--- config.mk ---
export PLATFORM = sky130hd
export DESIGN_NAME = load_unit_ms
export DESIGN_NICKNAME = d
export VERILOG_FILES = /design/src/rtl/load_unit_ms.sv
export SDC_FILE = /design/constraint.sdc
export NUM_CORES = 1
export LEC_CHECK = 0
export CORE_ASPECT_RATIO = 1.75
export CORE_MARGIN = 2
export CORE_UTILIZATION = 58
export DETAILED_ROUTE_END_ITERATION = 8
export DONT_BUFFER_PORTS = 1
export PLACE_DENSITY = 0.74
export SLEW_MARGIN = 25
export SYNTH_ARGS = -nofsm -noshare
export SYNTH_HDL_FRONTEND = slang
export SYNTH_SLANG_ARGS = --single-unit
--- constraint.sdc ---
create_clock -name clk -period 3.8 [get_ports clk]
set_input_delay 0.38 -clock clk [delete_from_list [all_inputs] [get_ports clk]]
set_output_delay 0.38 -clock clk [all_outputs]
set_load 0.01 [all_outputs]
--- src/rtl/load_unit_ms.sv ---
// Sequential load unit: word-aligned memory reads over valid/ready, optional
// two-word merge for word-crossing loads, registered extended result.
module load_unit_ms #(
  parameter int ADDR_W           = 32,
  parameter bit ALLOW_MISALIGNED = 1'b1
) (
  input  logic              clk,
  input  logic              rst,
  input  logic              req_valid,
  output logic              req_ready,
  input  logic [ADDR_W-1:0] req_addr,
  input  logic [2:0]        req_info,
  input  logic [31:0]       req_alu,
  output logic              mem_valid,
  input  logic              mem_ready,
  output logic [ADDR_W-1:0] mem_addr,
  input  logic              mem_rvalid,
  input  logic [31:0]       mem_rdata,
  output logic              resp_valid,
  input  logic              resp_ready,
  output logic [31:0]       resp_data,
  output logic              resp_fault
);

  // Load kinds (funct3 encoding); every other code is a non-load.
  localparam logic [2:0] LB  = 3'b000;
  localparam logic [2:0] LH  = 3'b001;
  localparam logic [2:0] LW  = 3'b010;
  localparam logic [2:0] LBU = 3'b100;
  localparam logic [2:0] LHU = 3'b101;

  // Handshakes: a transfer happens on a rising edge where valid && ready;
  // the valid side holds its payload stable until that edge.
  typedef enum logic [2:0] {IDLE, REQ0, WAIT0, REQ1, WAIT1, RESP} state_t;

  state_t            state, state_n;
  logic [ADDR_W-1:0] addr_q;
  logic [2:0]        info_q;
  logic [31:0]       lo_q, lo_n;
  logic [31:0]       resp_data_n;
  logic              resp_fault_n;
  logic              cap;
  logic [ADDR_W-1:0] word_addr;

  function automatic logic is_load(input logic [2:0] info);
    is_load = (info == LB) || (info == LH) || (info == LW) ||
              (info == LBU) || (info == LHU);
  endfunction

  function automatic logic [3:0] size_of(input logic [2:0] info);
    case (info)
      LB, LBU: size_of = 4'd1;
      LH, LHU: size_of = 4'd2;
      default: size_of = 4'd4;
    endcase
  endfunction

  function automatic logic crosses(input logic [1:0] off, input logic [2:0] info);
    crosses = ({2'b00, off} + size_of(info)) > 4'd4;
  endfunction

  // hi is zero for non-crossing loads so the shift pulls in zeros.
  function automatic logic [31:0] form(input logic [2:0] info, input logic [1:0] off,
                                       input logic [31:0] lo, input logic [31:0] hi);
    logic [31:0] w;
    w = 32'({hi, lo} >> {off, 3'b000});
    case (info)
      LB:      form = {{24{w[7]}}, w[7:0]};
      LBU:     form = {24'h0, w[7:0]};
      LH:      form = {{16{w[15]}}, w[15:0]};
      LHU:     form = {16'h0, w[15:0]};
      default: form = w;
    endcase
  endfunction

  assign word_addr  = {addr_q[ADDR_W-1:2], 2'b00};
  assign req_ready  = (state == IDLE);
  assign mem_valid  = (state == REQ0) || (state == REQ1);
  assign resp_valid = (state == RESP);

  always_comb begin
    mem_addr = '0;
    if (state == REQ0) mem_addr = word_addr;
    else if (state == REQ1) mem_addr = word_addr + ADDR_W'(4);
  end

  always_comb begin
    state_n      = state;
    resp_data_n  = resp_data;
    resp_fault_n = resp_fault;
    lo_n         = lo_q;
    cap          = 1'b0;
    case (state)
      IDLE: begin
        if (req_valid) begin
          cap = 1'b1;
          if (!is_load(req_info)) begin
            state_n      = RESP;
            resp_data_n  = req_alu;
            resp_fault_n = 1'b0;
          end else if (crosses(req_addr[1:0], req_info) && !ALLOW_MISALIGNED) begin
            state_n      = RESP;
            resp_data_n  = 32'h0;
            resp_fault_n = 1'b1;
          end else begin
            state_n = REQ0;
          end
        end
      end
      REQ0: if (mem_ready) state_n = WAIT0;
      WAIT0: begin
        if (mem_rvalid) begin
          lo_n = mem_rdata;
          if (crosses(addr_q[1:0], info_q)) begin
            state_n = REQ1;
          end else begin
            state_n      = RESP;
            resp_data_n  = form(info_q, addr_q[1:0], mem_rdata, 32'h0);
            resp_fault_n = 1'b0;
          end
        end
      end
      REQ1: if (mem_ready) state_n = WAIT1;
      WAIT1: begin
        if (mem_rvalid) begin
          state_n      = RESP;
          resp_data_n  = form(info_q, addr_q[1:0], lo_q, mem_rdata);
          resp_fault_n = 1'b0;
        end
      end
      RESP: if (resp_ready) state_n = IDLE;
      default: state_n = IDLE;
    endcase
  end

  always_ff @(posedge clk or posedge rst) begin
    if (rst) begin
      state      <= IDLE;
      addr_q     <= '0;
      info_q     <= 3'b0;
      lo_q       <= 32'h0;
      resp_data  <= 32'h0;
      resp_fault <= 1'b0;
    end else begin
      state      <= state_n;
      lo_q       <= lo_n;
      resp_data  <= resp_data_n;
      resp_fault <= resp_fault_n;
      if (cap) begin
        addr_q <= req_addr;
        info_q <= req_info;
      end
    end
  end

endmodule

[After elaboration in Yosys (flattened, before gate mapping)]
Index checks and enable logic that the tools add are counted.
Word-level totals
  register bits: 103
  output and inout bits: 68
Cells by class
  $add $sub $neg: 2
  $lt $le $gt $ge: 1
  equal/unequal tests: 20
  shifts and indexed selects: 2
  mux-type cells: 30
  reduce and logical (&&, ||, !) cells: 14
Operator list (count)
  32-bit case mux with 4 select lines: 2
  32-bit 2-to-1 mux: 7
  32-bit case mux with 3 select lines: 1
  64-bit by 5-bit right shift with 32-bit output: 1
  32-bit by 3-bit adder with 32-bit output (second input constant): 1
  32-bit by 5-bit right shift with 32-bit output: 1
  3-bit 2-to-1 mux: 8
  3-bit equality test (second input constant): 6
  3-bit case mux with 6 select lines: 1
  2-bit != test (second input constant): 7
  6-bit AND reduction: 2
  3-bit by 1-bit equality test with 1-bit output (second input constant): 3
  3-bit by 2-bit equality test with 1-bit output (second input constant): 3
  3-bit zero test: 3
  4-bit 2-to-1 mux: 2
  1-bit 2-to-1 mux: 7
  3-bit case mux with 2 select lines: 1
  1-bit logical OR: 5
  2-bit by 4-bit adder with 4-bit output: 1
  4-bit by 3-bit greater-than comparator with 1-bit output (second input constant): 1
  2-bit OR reduction: 2
  1-bit case mux with 3 select lines: 1
  3-bit nonzero test: 1
  2-bit by 1-bit != test with 1-bit output (second input constant): 1
  2-bit AND reduction: 1

[Logic depth before layout (Yosys ltp)]
Gate-level depths: netlist of the first run.
  depth in word-level cells: 10
  mapped depth: 12
  depth with buffers taken out: 8

[Worst setup path before layout of the first run]
Ideal clock, no wire load.
  kind: register to register
  start point: register info_q[0]
  end point: register resp_data[17]
  library setup time: 0.121 ns
  arrival time: 2.883 ns
  required time: 3.679 ns
  path slack: 0.795 ns
  cell stages (with the launch flop): 13
  buffers on the path: 4
  clock period less this slack: 3.005 ns
  cells stage by stage: dfrtp_1 -> clkbuf_1 -> nor2_1 -> clkbuf_1 -> ha_1 -> fa_1 -> o22a_1 -> a22oi_1 -> a2bb2o_1 -> buf_2 -> buf_2 -> nand3_1 -> o22a_1
Between the ends
  word-level cells in the longest chain between the ends: 9
Ends and longest elaborated chain
  start: declaration: RTL line 38  | logic [2:0] info_q;
  start signal: assignment: RTL line 151  | info_q <= req_info;
  3-bit equality test (tied with other cells): RTL line 51, 67
  2-bit OR reduction: RTL line 51  | case (info)
  3-bit case mux with 2 select lines: RTL line 51
  4-bit 2-to-1 mux: RTL line 112  | if (mem_rvalid) begin
  4-bit 2-to-1 mux: RTL line 93  | case (state)
  2-bit by 4-bit adder with 4-bit output: RTL line 59  | crosses = ({2'b00, off} + size_of(info)) > 4'd4;
  4-bit by 3-bit greater-than comparator with 1-bit output: RTL line 59
  2-bit != test (no line)
  6-bit AND reduction (no line)
  end signal: assignment: RTL line 147  | resp_data <= resp_data_n;
  end: declaration: RTL line 21  | output logic [31:0] resp_data,
Several ways; a longest one is shown, not always the timed one. The select of a mux whose other input is x is not followed.
A chain may end at the register's enable or synchronous reset.

[Worst setup path after layout of the first run]
  start point: register info_q[1]
  end point: register resp_data[26]
Same word-level chain as after synthesis.

==> metrics.md, run 1 <==
| Metric | Value |
|---|---|
| Max Clock Skew | `approximately 5.6 ps` |
| Setup violators final | `0` |
| Post_cts resized | `0` |
| Vias in the first global route | `approximately 5,700` |
| Area grow syn2layout | `6.54%` |
| Height of the die | `around 150 um` |
| Post-DP HPWL | `between 10,000 and 15,000 um` |
| DRC violations left | `0` |
| Vias | `~5,500` |
| Critical-path maximum fanout | `15` |
| First-pass GRT wire length | `roughly 28,000 um` |
| Post-route ant nets | `0` |
| CTS Sinks | `102` |
| CORE AREA | `0.0115 mm^2` |
| Ys flop type | `dfrtp_1` |
| Period minus WS final | `3000 ps` |
| Least-Margin Pin Slew | `1050 ps` |
| All-Layer GR Usage | `0.290` |
| Routed WL | `18,200 um` |
| Synth area leaders | `dfrtp_1, mux2_2, mux2i_1` |
| Required @ worst endpoint | `between 4000 and 5000 ps` |
| Die ar. | `0.0125 mm^2` |
| Post-Route Utilization | `0.625` |
| Critical path arrival | `3210 ps` |
| Clk buf depth | `2` |
| Die X | `around 85 um` |
| Count leader, synth | `dfrtp_1` |
| Most frequent cells after synthesis | `dfrtp_1, mux2_2, nor2_1` |
| Kind of critical path | `flop to flop` |
| Root Driver | `clkbuf_16` |
| DP Worst Slack | `about 840 ps` |
| Synth warn | `0` |
| Worst VDD drop | `0.475 mV` |
| FF+latch count, synth | `102` |
| Setup TNS | `0 ps` |
| CP Launch Type | `flop` |
| Diodes inserted | `0` |
| # nets final | `768` |
| Antenna violations before repair | `0` |
| Largest net degree at the start of global routing | `73` |
| Setup bufs post-CTS | `0` |
| Clock latency on the worst-skew pair | `340 ps` |
| Final Hold Violating Endpoints | `1` |
| Io pins | `about 170` |
| TritonCTS clock tree | `built` |
| DR pass1 iterations | `5` |
| Slew Limit Fails | `0` |
| EDFF count, synth | `0` |
| Total power | `0.00664 W` |
| Share of layout cells above drive strength 1 | `0.214` |
| Worst slew margin | `0.297` |
| Initial DRC count | `501` |
| Final worst slack | `804 ps` |
| Clk slew on worst S/H paths | `~70 ps` |
| Hold buffers post-CTS | `0` |
| Synth area leader | `dfrtp_1` |
| H-tree levels | `3` |
| Final period util | `0.788` |
| Row count | `52` |
| Cells after Synth | `673` |
| RSZ-0062 raised after global routing | `false` |
| Worst hold slack | `-1.33 ps` |
| Max cap viols | `0` |
| RePlAce Congestion | `0.961` |
| Avg Vias per Cell | `6.87` |
| Fraction of registers with async set/reset | `1.00` |
| Input/output buffers | `0` |
| HP Class | `input pin to async pin` |
| Reg2reg setup slack | `800 ps` |
| Mean Syn Cell Area | `9.98 um^2` |
| Fmax | `334 MHz` |
| Top cell type's share of synthesized area | `0.380` |
| Status | `finished, violations left` |
| Filler cells | `slightly above 900` |
| Total CTS buffers | `9` |
| Distinct cell type count after synthesis | `54` |
| Failing checks | `hold timing` |
| GRT Residual Overflow | `0` |
| Leakage | `around 2.9 nW` |
| Initial core utilization | `0.586` |
| DR WL/cell | `22.8 um` |
| Critical Path End Type | `flop` |
| Mapped Area | `approximately 0.0067 mm^2` |
| Seq/Total Area, Yosys | `0.380` |
| PD cells | `929 mW/mm^2` |
## flip-flops by register name, summed over array words and instances (netlist names)
register	count
lo_q	32
state	3
addr_q	32
resp_data	32
info_q	3
## cell type report
class                      instances  area [um^2]  area share
multi-input combinational        517         3920       0.548
sequential                       102         2550       0.357
clock buffer                      11          243      0.0339
tap                              135          169      0.0236
timing repair buffer              22          165      0.0231
clock inverter                     4         72.6      0.0101
inverter                           7         31.3     0.00437
## worst paths after layout
kind	depth (start not counted)	end	from
setup / recovery	10	resp_data[26]	info_q[1]
hold reg to reg	1	lo_q[8]	lo_q[8]
min in group clk	1	state[0]	mem_ready
max in group asynchronous	2	resp_data[15]	rst
hold / removal	1	addr_q[18]	rst
setup reg to reg	10	resp_data[26]	info_q[1]
## report_power, final
group          switching, W  internal, W  total, W  leakage (nW)
Sequential         0.000622      0.00164   0.00226          1.20
Combinational       0.00185      0.00155   0.00340          1.51
Clock              0.000391     0.000591  0.000982         0.152
Total               0.00286      0.00378   0.00664          2.86
## routing by layer
layer | track usage | vias up | routed length, um
met4 | 0.177 | 0 | 997
met2 | 0.508 | 279 | 9550
met1 | 0.306 | 2656 | 6240
li1 | - | 2481 | -
met3 | 0.0684 | 65 | 1440
met5 | 0 | - | 0
## worst max-delay path: stages (launching register included)
cell and delay, ps:
dfrtp_1 380, nor2_1 100, buf_4 200, ha_1 220
fa_1 440, o22a_1 180, a22oi_1 350, a2bb2o_1 480
buf_4 270, and3_1 180, o22ai_1 70
## through the flow
step                      cell area, um^2  instances
after floorplan                      6720        675
after global placement               6840        783
after detailed placement             6840        783
after CTS                            7150        798
after global routing                 7150        798
final                                7150        798
## cell families (layout without fill, tap and decap cells)
kind of cell    after synthesis  in the layout  synth area share
fa+ha+maj                     4              4           0.00857
buf+inv                      56             44            0.0375
compound gates              161            161             0.165
flops                       102            102             0.380
other cells                   1              3          0.000559
simple gates                185            185             0.136
xor+xnor                     23             23            0.0300
mux                         141            141             0.243
## placed cells by master (no fill, tap or decap), drive strengths merged, types with 11 or more instances in the layout
| cell type | count |
|---|---|
| nand3 | 14 |
| nand2b | 13 |
| mux2i | 47 |
| nand2 | 39 |
| nor3 | 11 |
| and3 | 13 |
| mux2 | 85 |
| o211ai | 11 |
| xor2 | 19 |
| nand4 | 15 |
| a21oi | 33 |
| clkbuf | 11 |
| buf | 22 |
| o21ai | 31 |
| o22ai | 14 |
| nor2 | 59 |
| dfrtp | 102 |
Power figures use the tool's default switching activity.
==> run 2, diff against run 1 <==
==> constraint.sdc (replaced) <==
create_clock -name clk -period 2.9 [get_ports clk]
set_input_delay 0.29 -clock clk [delete_from_list [all_inputs] [get_ports clk]]
set_output_delay 0.29 -clock clk [all_outputs]
set_load 0.01 [all_outputs]
==> run 2 against run 1 <==
  * Clock skew increased by 5.1 ps
  * The run still ends with hold timing left
  * Largest cell class unchanged
  * Power grew 33%
  * Sequential share of layout area shrank 0.56 points
  * Design area grew 1.6%
  * Sequential power increased by 30%
==> metrics.md, run 2 (synthesized netlist as in run 1, its figures left out) <==
| Metric | Value |
|---|---|
| Register-to-Register Path Depth | `9` |
| Diodes inserted | `0` |
| TritonCTS clock tree | `built` |
| Die ar. | `0.0125 mm^2` |
| DRC violations left | `0` |
| Vias | `5,519` |
| Fraction of power spent switching nets | `0.426` |
| Max Clock Skew | `approximately 11 ps` |
| CP Launch Type | `flop` |
| HP Class | `input pin to async pin` |
| Initial core utilization | `0.586` |
| Worst hold slack | `-18.2 ps` |
| Worst VDD drop | `0.599 mV` |
| Critical-path maximum fanout | `20` |
| Height of the die | `146 um` |
| Leakage | `2.91 nW` |
| DR WL/cell | `about 22 um` |
| Largest regs | `addr_q: 32 flops, lo_q: 32 flops, resp_data: 32 flops` |
| First-pass GRT wire length | `28,200 um` |
| Failing checks | `hold timing` |
| DR pass1 iterations | `6` |
| # nets final | `774` |
| Row count | `52` |
| Share of layout cells above drive strength 1 | `0.225` |
| Clock share of power | `0.152` |
| Period minus WS final | `2670 ps` |
| CTS Sinks | `102` |
| Critical R2R Capture | `resp_data[0]` |
| Total CTS buffers | `9` |
| Avg Vias per Cell | `approximately 6.9` |
| Reg2reg setup slack | `250 ps` |
| Largest net degree at the start of global routing | `53` |
| Max cap viols | `0` |
| Root Driver | `clkbuf_16` |
| Status | `finished, violations left` |
| Most frequent cells in the layout | `dfrtp_1, mux2_2, nor2_1, mux2i_1, nand2_1` |
| PD cells | `around 1200 mW/mm^2` |
| H-tree levels | `3` |
| Comb pwr share | `0.516` |
| Clk buf depth | `2` |
| Critical Path End Type | `primary output` |
| Post_cts resized | `0` |
| Least-Margin Pin Slew | `971 ps` |
| All-Layer GR Usage | `0.286` |
| Slew Limit Fails | `0` |
| Worst slew margin | `0.348` |
| Input/output buffers | `0` |
| RSZ-0062 raised after global routing | `false` |
| Clock latency on the worst-skew pair | `350 ps` |
| Commonest non-fill, non-tap cell in the layout | `dfrtp_1` |
| Routed WL | `18,100 um` |
| Initial DRC count | `391` |
| GRT Residual Overflow | `0` |
| Post-route ant nets | `0` |
| Io pins | `173` |
| Post-Route Utilization | `0.635` |
| Final Hold Violating Endpoints | `39` |
| Antenna violations before repair | `0` |
| RePlAce Congestion | `0.938` |
| Setup TNS | `0 ps` |
| CORE AREA | `between 0.01 and 0.015 mm^2` |
| Die X | `85.3 um` |
| Post-DP HPWL | `between 10,000 and 15,000 um` |
| Setup bufs post-CTS | `0` |
| Reg power frac | `0.332` |
| Net Sw Power | `0.00376 W` |
| Fmax | `374 MHz` |
| Required @ worst endpoint | `2610 ps` |
| Final period util | `0.921` |
| Kind of critical path | `flop to primary output` |
| Vias in the first global route | `roughly 5,600` |
| Hold buffers post-CTS | `0` |
| Critical path arrival | `approximately 2400 ps` |
| Area grow syn2layout | `8.24%` |
| Clk slew on worst S/H paths | `approximately 70 ps` |
| Setup violators final | `0` |
| FF-to-FF Start | `info_q[1]` |
| P_int | `0.00507 W` |
[run 2: per-layer routing]
layer  vias up  part of all wire  global-route usage
met5         -                 0                   0
met4         0             0.037               0.126
met3        46             0.078              0.0774
met2       251              0.54               0.522
met1      2726              0.35               0.300
li1       2496                 -                   -
[run 2: metrics by stage]
| stage | power [W] | worst slack [ps] | instance area [um^2] | cells |
|---|---|---|---|---|
| final | 0.00883 | 228 | 7270 | 805 |
| after global routing | 0.00940 | 65.2 | 7270 | 805 |
| after CTS | 0.00882 | 204 | 7270 | 805 |
| after detailed placement | 0.00745 | 261 | 6930 | 789 |
| after global placement | 0.00729 | 407 | 6930 | 789 |
| after floorplan | 0.00635 | 8.62 | 6730 | 675 |
[run 2: critical path, stage by stage (launching register included)]
cell	delay, ps
dfrtp_1	430
buf_4	280
nand3_1	150
nor2_1	360
nand3_1	200
or3_1	340
a21oi_1	280
[run 2: power groups by stage]
stage               clock (W)  combinational (W)  sequential (W)
floorplan                   0            0.00359         0.00276
global placement            0            0.00438         0.00290
detailed placement          0            0.00450         0.00296
CTS                   0.00136            0.00452         0.00293
global route          0.00141            0.00495         0.00304
finish                0.00134            0.00455         0.00293
[run 2: cell type report]
cell class | count | area, um^2
inverter | 7 | 30.0
clock inverter | 5 | 81.3
sequential | 102 | 2550
tap | 135 | 169
clock buffer | 11 | 253
timing repair buffer | 28 | 260
fill | 952 | 4180
multi-input combinational | 517 | 3920
[run 2: worst max-delay path by stage]
stage                    endpoint      start  cells past startpoint  slack, ps
finish               mem_addr[23]   state[1]                      6        230
global route         mem_addr[30]   state[1]                      6         70
CTS                  mem_addr[23]   state[1]                      6        200
detailed placement   resp_data[0]  info_q[1]                      9        260
global placement    resp_data[16]  info_q[1]                      9        410
floorplan           resp_data[17]  info_q[1]                     12          9
==> run 3, diff against run 2 <==
--- a/config.mk
+++ b/config.mk
@@ -10,7 +10,7 @@
 export CORE_UTILIZATION = 58
 export DETAILED_ROUTE_END_ITERATION = 8
 export DONT_BUFFER_PORTS = 1
-export PLACE_DENSITY = 0.74
+export PLACE_DENSITY = 0.86
 export SLEW_MARGIN = 25
 export SYNTH_ARGS = -nofsm -noshare
 export SYNTH_HDL_FRONTEND = slang
==> run 3 against run 2 <==
  * The run now ends clean
  * Design area increased by 0.38%
  * Power increased by 1.4%
  * Worst hold slack improved by 56 ps
  * Die area unchanged
==> metrics.md, run 3 (synthesized netlist as in run 1, its figures left out) <==
| Metric | Value |
|---|---|
| Final period util | `0.966` |
| First-pass GRT wire length | `29,700 um` |
| CORE AREA | `0.0115 mm^2` |
| Max cap viols | `0` |
| Post-Place Cells | `792` |
| Kind of critical path | `flop to flop` |
| FF-to-FF Start | `addr_q[1]` |
| Post-DP HPWL | `around 14,000 um` |
| Net Sw Power | `0.00389 W` |
| Fmax | `357 MHz` |
| RSZ-0062 raised after global routing | `false` |
| Placement Cell Area | `0.00695 mm^2` |
| P_int | `about 0.0051 W` |
| Worst VDD drop | `0.931 mV` |
| Fraction of power spent switching nets | `0.435` |
| Max incr delay on CP | `approximately 670 ps` |
| Filler cells | `879` |
| Worst setup path startpoint | `addr_q[1]` |
| Setup TNS | `0 ps` |
| Final Hold Violating Endpoints | `0` |
| Largest net degree at the start of global routing | `42` |
| Critical-path maximum fanout | `a little over 40` |
| Clock latency on the worst-skew pair | `350 ps` |
| PD cells | `1230 mW/mm^2` |
| CP bufs+invs | `1` |
| Initial core utilization | `0.586` |
| Post-route ant nets | `0` |
| Critical Path End Type | `flop` |
| HP Class | `input pin to flop` |
| All-Layer GR Usage | `0.302` |
| Setup violators final | `0` |
| Io pins | `roughly 170` |
| Initial DRC count | `slightly above 400` |
| GRT Residual Overflow | `0` |
| Die ar. | `0.0125 mm^2` |
| Row count | `52` |
| CP delay by family, top | `compound AO/OA/AOI/OAI gates` |
| Worst hold slack | `38.2 ps` |
| Setup bufs post-CTS | `0` |
| Required @ worst endpoint | `around 3200 ps` |
| # nets final | `778` |
| Share of layout cells above drive strength 1 | `0.227` |
| Non-filler cells, final | `between 800 and 900` |
| Reg power frac | `0.339` |
| Post_cts resized | `0` |
| Root Driver | `clkbuf_16` |
| Crit path max-delay cell type | `dfrtp_2` |
| DR pass1 iterations | `8` |
| Hold buffers post-CTS | `1` |
| Area of the multi-input gates | `0.00392 mm^2` |
| Most frequent cells in the layout | `dfrtp_1, mux2_2, nor2_1, mux2i_1, nand2_1` |
| Register area | `0.00255 mm^2` |
| Clock share of power | `0.151` |
| H-tree levels | `3` |
| Slew Limit Fails | `0` |
| Area grow syn2layout | `8.65%` |
| TritonCTS clock tree | `built` |
| Routed WL | `around 19,000 um` |
| Comb pwr share | `0.510` |
| Diodes inserted | `0` |
| Min-delay src | `mem_ready` |
| Status | `complete, no violations` |
| Vias in the first global route | `5,892` |
| Avg Vias per Cell | `7.06` |
| Period minus WS final | `2800 ps` |
| Leakage | `about 2.9 nW` |
| Height of the die | `146 um` |
| Total CTS buffers | `9` |
| Clk slew on worst S/H paths | `80 ps` |
| Critical path arrival | `between 3000 and 4000 ps` |
| Max Clock Skew | `between 10 and 15 ps` |
| Worst slew margin | `0.349` |
| DRC violations left | `0` |
| Least-Margin Pin Slew | `969 ps` |
| Commonest non-fill, non-tap cell in the layout | `dfrtp_1` |
| DR WL/cell | `23.6 um` |
| Die X | `between 80 and 90 um` |
| RePlAce Congestion | `0.960` |
| Input/output buffers | `0` |
| Vias | `5,713` |
| Largest regs | `addr_q: 32 flops, lo_q: 32 flops, resp_data: 32 flops` |
| CTS Sinks | `102` |
| Post-route cell area | `0.00729 mm^2` |
| CP Launch Type | `flop` |
| Antenna violations before repair | `0` |
| Clk buf depth | `2` |
| Worst path cell trace | `buf_12, nor2_1, a2111oi_0, o211ai_1, and4_4, a211oi_2` |
[run 3: power by group through the flow]
stage                     Combinational (W)  Clock [W]  Sequential (W)
final                               0.00457    0.00135         0.00303
after global routing                0.00493    0.00142         0.00313
after CTS                           0.00450    0.00137         0.00302
after detailed placement            0.00446          0         0.00304
after global placement              0.00428          0         0.00297
after floorplan                     0.00359          0         0.00276
[run 3: cell type report]
type / count / share of cell area
Timing Repair Buffer: 32 / 0.0401
Clock buffer: 10 / 0.0328
Clock inverter: 6 / 0.0125
Sequential cell: 102 / 0.350
Multi-Input combinational cell: 517 / 0.537
Tap cell: 135 / 0.0232
Inverter: 7 / 0.00412
[run 3: worst paths after layout]
kind	to	slack (ps)	depth (start not counted)
setup / recovery	resp_data[20]	100	6
hold / removal	state[0]	40	1
setup reg to reg	resp_data[20]	100	6
hold reg to reg	lo_q[12]	510	1
max in group asynchronous	resp_data[5]	1570	4
min in group asynchronous	resp_data[27]	480	2
[run 3: per-layer routing]
layer	vias to the layer above	GRT usage	part of all wire
li1	2502	-	-
met1	2763	0.302	0.33
met2	369	0.532	0.52
met3	79	0.0938	0.096
met4	0	0.183	0.052
met5	-	0	0
[run 3: stage by stage]
stage          setup slack [ps]  utilization  power (W)
2_1_floorplan              8.62            -    0.00635
3_3_place_gp                372        0.606    0.00725
5_1_grt                    53.9        0.637    0.00947
3_5_place_dp                196        0.607    0.00750
4_1_cts                     171        0.637    0.00889
6_report                   99.4        0.637    0.00895
[run 3: worst register-to-register path, delay by kind of cell, from the launching register on]
family | cells | cell delay [ps]
simple gates | 2 | 490
flops | 1 | 670
buf+inv | 1 | 310
compound gates | 3 | 1240
